--- config.mk ---
export PLATFORM = sky130hd
export DESIGN_NAME = tawas_rcn_stall_ctl
export DESIGN_NICKNAME = d
export VERILOG_FILES = /design/src/rtl/tawas_rcn_stall_ctl.sv
export SDC_FILE = /design/constraint.sdc
export NUM_CORES = 1
export LEC_CHECK = 0
export ABC_AREA = 1
export BUFFER_PORTS_ARGS = -buffer_cell sky130_fd_sc_hd__clkbuf_2
export CELL_PAD_IN_SITES_DETAIL_PLACEMENT = 1
export CELL_PAD_IN_SITES_GLOBAL_PLACEMENT = 1
export CORE_MARGIN = 2
export CORE_UTILIZATION = 42
export CTS_BUF_LIST = sky130_fd_sc_hd__clkbuf_16
export DETAILED_ROUTE_END_ITERATION = 7
export GPL_TIMING_DRIVEN = 0
export PLACE_DENSITY = 0.94
export SLEW_MARGIN = 10
export SYNTH_ARGS = -nofsm -noshare
export SYNTH_HDL_FRONTEND = slang
export SYNTH_SLANG_ARGS = --single-unit
export TNS_END_PERCENT = 20
--- constraint.sdc ---
create_clock -name clk -period 3.7 [get_ports clk]
set_clock_uncertainty 0.05 [all_clocks]
set_input_delay 0.555 -clock clk [delete_from_list [all_inputs] [get_ports clk]]
set_output_delay 0.555 -clock clk [all_outputs]
set_load 0.03 [all_outputs]
--- src/rtl/tawas_rcn_stall_ctl.sv ---
// Per-slice RCN outstanding-transaction tracker with shared credit pool and fence waits.
// Produces the registered per-slice rcn_stall vector consumed by instruction fetch.
module tawas_rcn_stall_ctl #(
    parameter int MAX_OUT = 3,
    parameter int CREDITS = 4
) (
    input  logic        clk,
    input  logic        rst,
    input  logic        req_vld,
    input  logic [1:0]  req_slice,
    input  logic        rsp_vld,
    input  logic [1:0]  rsp_slice,
    input  logic        fence_vld,
    input  logic [1:0]  fence_slice,
    output logic [3:0]  rcn_stall,
    output logic [11:0] out_cnt,
    output logic [3:0]  credits,
    output logic        err
);

    typedef enum logic {
        F_IDLE = 1'b0,
        F_WAIT = 1'b1
    } fence_t;

    localparam logic [2:0] MAX_CNT = 3'(MAX_OUT);
    localparam logic [3:0] MAX_CRED = 4'(CREDITS);

    fence_t     fence_st [4];
    fence_t     fence_nx [4];
    logic [2:0] cnt      [4];
    logic [2:0] cnt_nx   [4];
    logic [3:0] cred_nx;
    logic [3:0] stall_nx;
    logic       err_nx;

    always_comb begin
        err_nx  = err;
        cred_nx = credits;
        if (req_vld && credits == 4'd0) err_nx = 1'b1;
        if (rsp_vld && credits == MAX_CRED) err_nx = 1'b1;
        // A req and a rsp in the same cycle cancel, whichever slices they belong to.
        if (req_vld && !rsp_vld && credits != 4'd0) cred_nx = credits - 4'd1;
        if (rsp_vld && !req_vld && credits != MAX_CRED) cred_nx = credits + 4'd1;

        for (int n = 0; n < 4; n++) begin
            cnt_nx[n]   = cnt[n];
            fence_nx[n] = fence_st[n];
            stall_nx[n] = 1'b0;

            if (req_vld && req_slice == 2'(n) && cnt[n] == MAX_CNT) err_nx = 1'b1;
            if (rsp_vld && rsp_slice == 2'(n) && cnt[n] == 3'd0) err_nx = 1'b1;

            if ((req_vld && req_slice == 2'(n)) && !(rsp_vld && rsp_slice == 2'(n))
                && cnt[n] != 3'd7)
                cnt_nx[n] = cnt[n] + 3'd1;
            if ((rsp_vld && rsp_slice == 2'(n)) && !(req_vld && req_slice == 2'(n))
                && cnt[n] != 3'd0)
                cnt_nx[n] = cnt[n] - 3'd1;

            case (fence_st[n])
                F_IDLE:  if (fence_vld && fence_slice == 2'(n) && cnt_nx[n] != 3'd0)
                             fence_nx[n] = F_WAIT;
                F_WAIT:  if (cnt_nx[n] == 3'd0)
                             fence_nx[n] = F_IDLE;
                default: fence_nx[n] = F_IDLE;
            endcase

            stall_nx[n] = (cnt_nx[n] >= MAX_CNT) || (fence_nx[n] == F_WAIT)
                          || (cred_nx == 4'd0);
        end
    end

    always_ff @(posedge clk) begin
        if (rst) begin
            for (int n = 0; n < 4; n++) begin
                cnt[n]      <= 3'd0;
                fence_st[n] <= F_IDLE;
            end
            credits   <= MAX_CRED;
            rcn_stall <= 4'h0;
            err       <= 1'b0;
        end else begin
            for (int n = 0; n < 4; n++) begin
                cnt[n]      <= cnt_nx[n];
                fence_st[n] <= fence_nx[n];
            end
            credits   <= cred_nx;
            rcn_stall <= stall_nx;
            err       <= err_nx;
        end
    end

    assign out_cnt = {cnt[3], cnt[2], cnt[1], cnt[0]};

endmodule

==> impl_metrics.tcl, run 1 <==
set metrics [dict create \
    outcome "finished, final reports clean" \
    ys_seq_area_share_pct 27.5 \
    worstHoldPathType "input pin to flip-flop" \
    synth_top_family_by_area "simple AND/OR/NAND/NOR gates" \
    row_count 23 \
    cp_top_family "simple AND/OR/NAND/NOR gates" \
    postCtsSetupBuffers 0 \
    syn_nets 312 \
    synth_compound_area_share_pct 5.85 \
    grt_pass1_wl_um 9160 \
    endpoint_kind "flip-flop" \
    synthMuxAreaShare_pct 0 \
    setup_violations 0 \
    io_pins 32 \
    multiInputGateArea_mm2 0.00110 \
    synth_adder_area_share_pct 15.1 \
    cts_tree "built" \
    critPathLaunch "credits[0]" \
    tightest_slew_ns 0.563 \
    fillerInstances 575 \
    fmaxAchievable_ghz 0.532 \
    ant_nets 0 \
    grt_max_degree 15 \
    cts_buffers 3 \
    drt_first_iter_violations 105 \
    synth_cell_type_count 25 \
    yosysWarningCount 0 \
    grt_usage_pct 23.1 \
    final_cell_area_mm2 0.00211 \
    drc 0 \
    seq_area_um2 500 \
    drv_cap 0 \
    hold_viol 0 \
    drv_slew 0 \
    die_area_mm2 0.00487 \
    cts.sinks 25 \
    min_path_cells 2 \
    ys.flop_type "dfxtp_1" \
    reg2reg_from "credits[0]" \
    cts_buffer_depth 2 \
    root_buffer "clkbuf_16" \
    clkTransAtPathRegs_ns 0.07 \
    syn_to_final_growth_pct 16.1 \
    avgSynthCellArea_um2 6.52 \
    path_class "flip-flop to flip-flop" \
    rsz0062_at_grt "no" \
    power.density_mw_per_mm2 406 \
    netlist_instances 279 \
    synthSimpleGateAreaFrac_pct 37.4 \
    gp_congestion 0.848 \
    crit_chain "inv_1 > ha_1 > nand2_1 > nand2_1 > nand2_1 > nand2_1 > nand2_1 > inv_1 > nor2_2 > nand3_2 > nand3_1 > nand2_1 > nand2_1" \
    crit_fanout 5 \
    slew_headroom_pct 62.5 \
    h-tree-depth 1 \
    clock_latency_ns 0.27 \
    r2r_slack_ns 1.82 \
    postPlaceCellArea_mm2 0.00203 \
    viasPerCell 5.22 \
    pre_cts_ws_ns 1.66 \
    holdCritStartpoint "rst" \
    fin_crit_ns 1.88 \
    io_buffers 30 \
    initial_core_util_pct 44.5 \
    synth_edf_count 0 \
    routed-via-count 1896 \
    cp.depth 13 \
    syn-cell-area_mm2 0.00182 \
    critPathArrivalTime_ns 2.04 \
    dieWidth_um 69.8 \
    p_leak_nw 1.25 \
    crit_path_start_kind "flip-flop" \
    utilization_pct 51.7 \
    holdBufCountCts 0 \
    die_y_um 69.8 \
    cp-endpoint "rcn_stall[1]" \
    crit_slowest_cell "dfxtp_1" \
    synth-xor-area-share_pct 1.93 \
    grt_overflow_total 0 \
    antenna_cells 0 \
    async_flop_share_pct 0 \
    routedWlPerCell_um 14.7 \
    max_stage_delay_ns 0.41 \
    drive_above_1_share_pct 14.7 \
    grt_pass1_vias 1978 \
    drt_wl_total_um 5350 \
    cpMostUsedCell "nand2_1" \
    reg2reg_depth 13 \
    post_cts_resized 0 \
    hpwl_um 4060 \
    tns_ns 0 \
    antenna_found_initial 0 \
    power_mw 0.858 \
    ir_drop_mv 0.179 \
    nets 347 \
    period_share_pct 50.8 \
    worst_slack_ns 1.82 \
    r2r-end "rcn_stall[1]" \
    coreArea_mm2 0.00409 \
    drtPass1Iterations 4 \
    cp_num_buf_inv 2 \
    synth_seq_cells 25 \
    cp.required_ns 3.86 \
]
-- worst reg2reg max path: stages (launching register included) --
cell	delay, ns
dfxtp_1	0.41
inv_1	0.10
ha_1	0.24
nand2_1	0.17
nand2_1	0.14
nand2_1	0.08
nand2_1	0.05
nand2_1	0.08
inv_1	0.05
nor2_2	0.09
nand3_2	0.15
nand3_1	0.11
nand2_1	0.05
nand2_1	0.06
-- how the worst min path moves through the flow --
stage / endpoint / slack [ns]
after CTS: cnt[2][1] / 0.50
after floorplan: fence_st[3] / 0.46
after detailed placement: fence_st[3] / 0.50
after global placement: fence_st[3] / 0.48
final: cnt[2][1] / 0.49
after global routing: cnt[2][1] / 0.50
-- cells in the mapped netlist (all sizes together) (2+ instances only) --
| library cell | count | area share [%] |
|---|---|---|
| inv | 56 | 12 |
| nand4 | 6 | 2.1 |
| ha | 22 | 15 |
| nand3 | 41 | 12 |
| o2111ai | 2 | 0.96 |
| o22ai | 3 | 1.7 |
| xor2 | 3 | 1.4 |
| o21ai | 2 | 0.76 |
| nand2 | 75 | 16 |
| a21oi | 4 | 1.1 |
| a31o | 2 | 0.96 |
| dfxtp | 25 | 28 |
| nor2 | 30 | 6.6 |
| nand3b | 3 | 1.2 |
-- layout by cell type (no fill, tap or decap) --
master,count
a21oi_1,4
a31o_2,2
a31oi_1,1
buf_4,1
clkbuf_1,1
clkbuf_16,3
clkbuf_2,30
clkinv_2,1
dfxtp_1,25
ha_1,22
inv_1,55
inv_2,1
nand2_1,74
nand2_2,1
nand3_1,40
nand3_2,1
nand3b_1,3
nand4_1,6
nor2_1,27
nor2_2,3
nor3_1,1
o2111ai_1,2
o21ai_0,1
o21ai_2,1
o22ai_1,1
o22ai_2,2
xnor2_1,1
xor2_1,3
-- through the flow --
step | instances | hold slack, ns
finish | 363 | 0.494
global route | 363 | 0.505
floorplan | 279 | 0.463
global placement | 359 | 0.482
detailed placement | 359 | 0.501
CTS | 363 | 0.503
-- metal layers --
layer  share of wire [%]  routed length [um]  GRT usage [%]
met1                  43                2310           28.9
met2                  52                2770           42.0
met3                 3.8                 203           2.62
met4                 1.2                  65           5.34
met5                   0                   0              0
-- logic make-up (layout without fill, tap and decap cells) --
group           count (synthesis)  after routing
simple gates                  156            156
buf+inv                        58             92
flops                          25             25
fa+ha+maj                      22             22
compound gates                 14             14
xor+xnor                        4              4
-- registers in the layout, indices dropped and copies added, names as in the netlist --
name / count
cnt: 12
credits: 4
fence_st: 4
rcn_stall: 4
err: 1
-- area by class of cell --
| class | instances | area share (%) |
|---|---|---|
| multi-input cells | 196 | 51.9 |
| clock inverters | 1 | 0.237 |
| flip-flops and latches | 25 | 23.7 |
| repair buffers | 30 | 7.11 |
| well taps | 50 | 2.96 |
| inverters | 56 | 9.96 |
| clock buffers | 3 | 3.56 |
| plain buffers | 2 | 0.533 |
-- where the power goes --
group / internal (mW) / total (mW) / switching, mW
Combinational: 0.0908 / 0.288 / 0.197
Clock: 0.146 / 0.251 / 0.104
Sequential: 0.295 / 0.320 / 0.0242
Total: 0.532 / 0.858 / 0.326
Note: power is estimated with default switching activity, not from simulation.
==> run 2: changes to the inputs <==
CORE_UTILIZATION = 35   (was 42)
PLACE_DENSITY = 0.84   (was 0.94)
clock period = 1.6 ns   (was 3.7 ns; I/O delays follow)
==> run 2 against run 1 <==
  * The flow now finishes with violations (negative setup slack)
  * Via count rose by 4.1%
  * Worst setup slack got worse by 1.9 ns
  * First-iteration DRC count fell by 72%
  * Sequential cell count did not move
  * Sequential power rose by 130%
  * Highest routed layer unchanged
  * Maximum frequency rose by 13%
  * Final cell count rose by 12%
  * Hold slack got worse by 0.31 ns
  * Final area rose by 25%
  * Global-route usage fell by 2.5 points
  * Critical path type unchanged
  * Core utilization rose by 0.52 points
  * Clock power rose by 130%
==> impl_metrics.tcl, run 2 (synthesis results as in run 1) <==
set metrics [dict create \
    die_area_mm2 0.00579 \
    io_buffers 30 \
    violations "negative setup slack" \
    power_mw 2.25 \
    initial_core_util_pct 35.8 \
    drv_slew 0 \
    fillerInstances 687 \
    cp_num_buf_inv 3 \
    slew_headroom_pct 57.2 \
    antenna_found_initial 0 \
    grt_pass1_vias 2083 \
    largest_reg_flops 12 \
    clock_latency_ns 0.26 \
    max_stage_delay_ns 0.36 \
    final_cell_area_mm2 0.00265 \
    crit_path_start_kind "flip-flop" \
    drv_cap 0 \
    grt_pass1_wl_um 9800 \
    multiInputGateArea_mm2 0.00137 \
    drt_wl_total_um 5980 \
    setup_violations 6 \
    cts.sinks 25 \
    routedWlPerCell_um 14.7 \
    fin_cells 407 \
    clkTransAtPathRegs_ns 0.07 \
    dieWidth_um 76.1 \
    cts_tree "built" \
    p_comb_share_pct 41.3 \
    crit_slowest_cell "dfxtp_2" \
    crit_fanout 5 \
    drc 0 \
    cts_buffers 3 \
    path_class "flip-flop to flip-flop" \
    period_share_pct 104 \
    p_sw_mw 0.867 \
    fin_crit_ns 1.66 \
    io_pins 32 \
    drtPass1Iterations 4 \
    hold_viol 0 \
    rsz0062_at_grt "yes" \
    power.density_mw_per_mm2 850 \
    root_buffer "clkbuf_16" \
    dr.max_layer_used "met4" \
    clock_power_share_pct 25.5 \
    worstHoldPathType "input pin to flip-flop" \
    tightest_slew_ns 0.642 \
    p_leak_nw 1.43 \
    row_count 26 \
    sw_frac_of_total_pct 38.5 \
    fmaxAchievable_ghz 0.603 \
    nets 371 \
    cp.required_ns 1.71 \
    final_cell_mix "nand2_1, inv_1, nand3_1, clkbuf_2" \
    seq_area_um2 533 \
    gp_congestion 0.806 \
    die_y_um 76.1 \
    intPower_mw 1.38 \
    cp_top_family "simple AND/OR/NAND/NOR gates" \
    ir_drop_mv 0.483 \
    final_common_cell "nand2_1" \
    regMostFlops "cnt" \
    routed-via-count 1974 \
    crit_chain "inv_2 > ha_4 > inv_4 > nor2_4 > nand3b_1 > nand2_1 > nand2_1 > nand2_2 > inv_2 > nand2_2 > nand3_2 > nand2_2 > nand2_1" \
    ant_nets 0 \
    cts_buffer_depth 2 \
    grt_overflow_total 0 \
    h-tree-depth 1 \
    dp.cells 379 \
    grt_max_degree 14 \
    syn_to_final_growth_pct 45.6 \
    m1WireLength_um 2630 \
    grt_usage_pct 20.6 \
    drive_above_1_share_pct 40.7 \
    wl_met2_um 3120 \
    antenna_cells 0 \
    postPlaceCellArea_mm2 0.00208 \
    outcome "complete, but fails checks" \
    coreArea_mm2 0.00507 \
    critPathArrivalTime_ns 1.77 \
    hpwl_um 3870 \
    dr_wl_met3_um 122 \
    worst_slack_ns -0.0582 \
    viasPerCell 4.85 \
    drt_first_iter_violations 29 \
    p_seq_share_pct 33.2 \
    endpoint_kind "flip-flop" \
]
==> run 2: cell types whose count changed in the layout (fill, tap and decap cells not counted), moves of 11 or more <==
cell / previous run / this run
ha_1: 22 / 11
nand2_1: 74 / 59
dfxtp_1: 25 / 13
nand2_2: 1 / 13
buf_4: 1 / 23
inv_1: 55 / 41
==> run 2: path summary, 6_finish.rpt <==
check,depth (start not counted),to,startpoint,slack [ns]
worst max register to register,13,rcn_stall[0],cnt[0][1],-0.06
worst min register to register,4,fence_st[3],fence_st[3],0.51
worst min-delay path,2,credits[1],rst,0.19
worst max-delay path,13,rcn_stall[0],cnt[0][1],-0.06
==> run 2: metal layers <==
metal	global-route usage, %	vias up
met5	0	-
met3	2.37	10
met1	24.7	935
li1	-	997
met4	5.64	0
met2	38.8	32
==> run 2: cell type report <==
class                           count  share of cell area, %
Sequential cell                    25                   20.1
Multi-Input combinational cell    196                   51.8
Clock inverter                      1                  0.142
Timing Repair Buffer               54                   12.8
Tap cell                           70                   3.31
Clock buffer                        3                   2.84
Inverter                           56                   8.60
Buffer                              2                  0.425
==> run 2: metrics by stage <==
stage	util [%]	setup slack, ns	setup TNS [ns]	hold slack, ns
after CTS	49.6	-0.00307	-0.00882	0.181
after global routing	52.2	-0.194	-1.22	0.197
after global placement	41.0	-0.181	-0.826	0.455
final	52.2	-0.0582	-0.229	0.186
after floorplan	-	-0.00951	-0.00951	0.394
after detailed placement	41.0	-0.223	-1.16	0.462
==> run 2: power by group through the flow <==
| stage | sequential [mW] | combinational (mW) | clock [mW] |
|---|---|---|---|
| after CTS | 0.744 | 0.853 | 0.583 |
| after floorplan | 0.858 | 0.366 | 0 |
| final | 0.747 | 0.929 | 0.574 |
| after global placement | 0.753 | 0.634 | 0 |
| after global routing | 0.757 | 1.02 | 0.612 |
| after detailed placement | 0.754 | 0.661 | 0 |
==> run 2: what timing repair did <==
item                       in CTS  in global routing
gates resized for setup        64                 24
pin swaps                      32                 16
hold buffers                    0                  0
setup buffers                  17                  7
setup endpoints to repair       8                 11
==> run 2: worst reg2reg max path, delay by kind of cell, from the launching register on <==
kind                     cells  cell delay (ns)
adder cells (fa/ha/maj)      1             0.16
buffers and inverters        3             0.16
flip-flops                   1             0.36
AND/OR/NAND/NOR              9             0.83
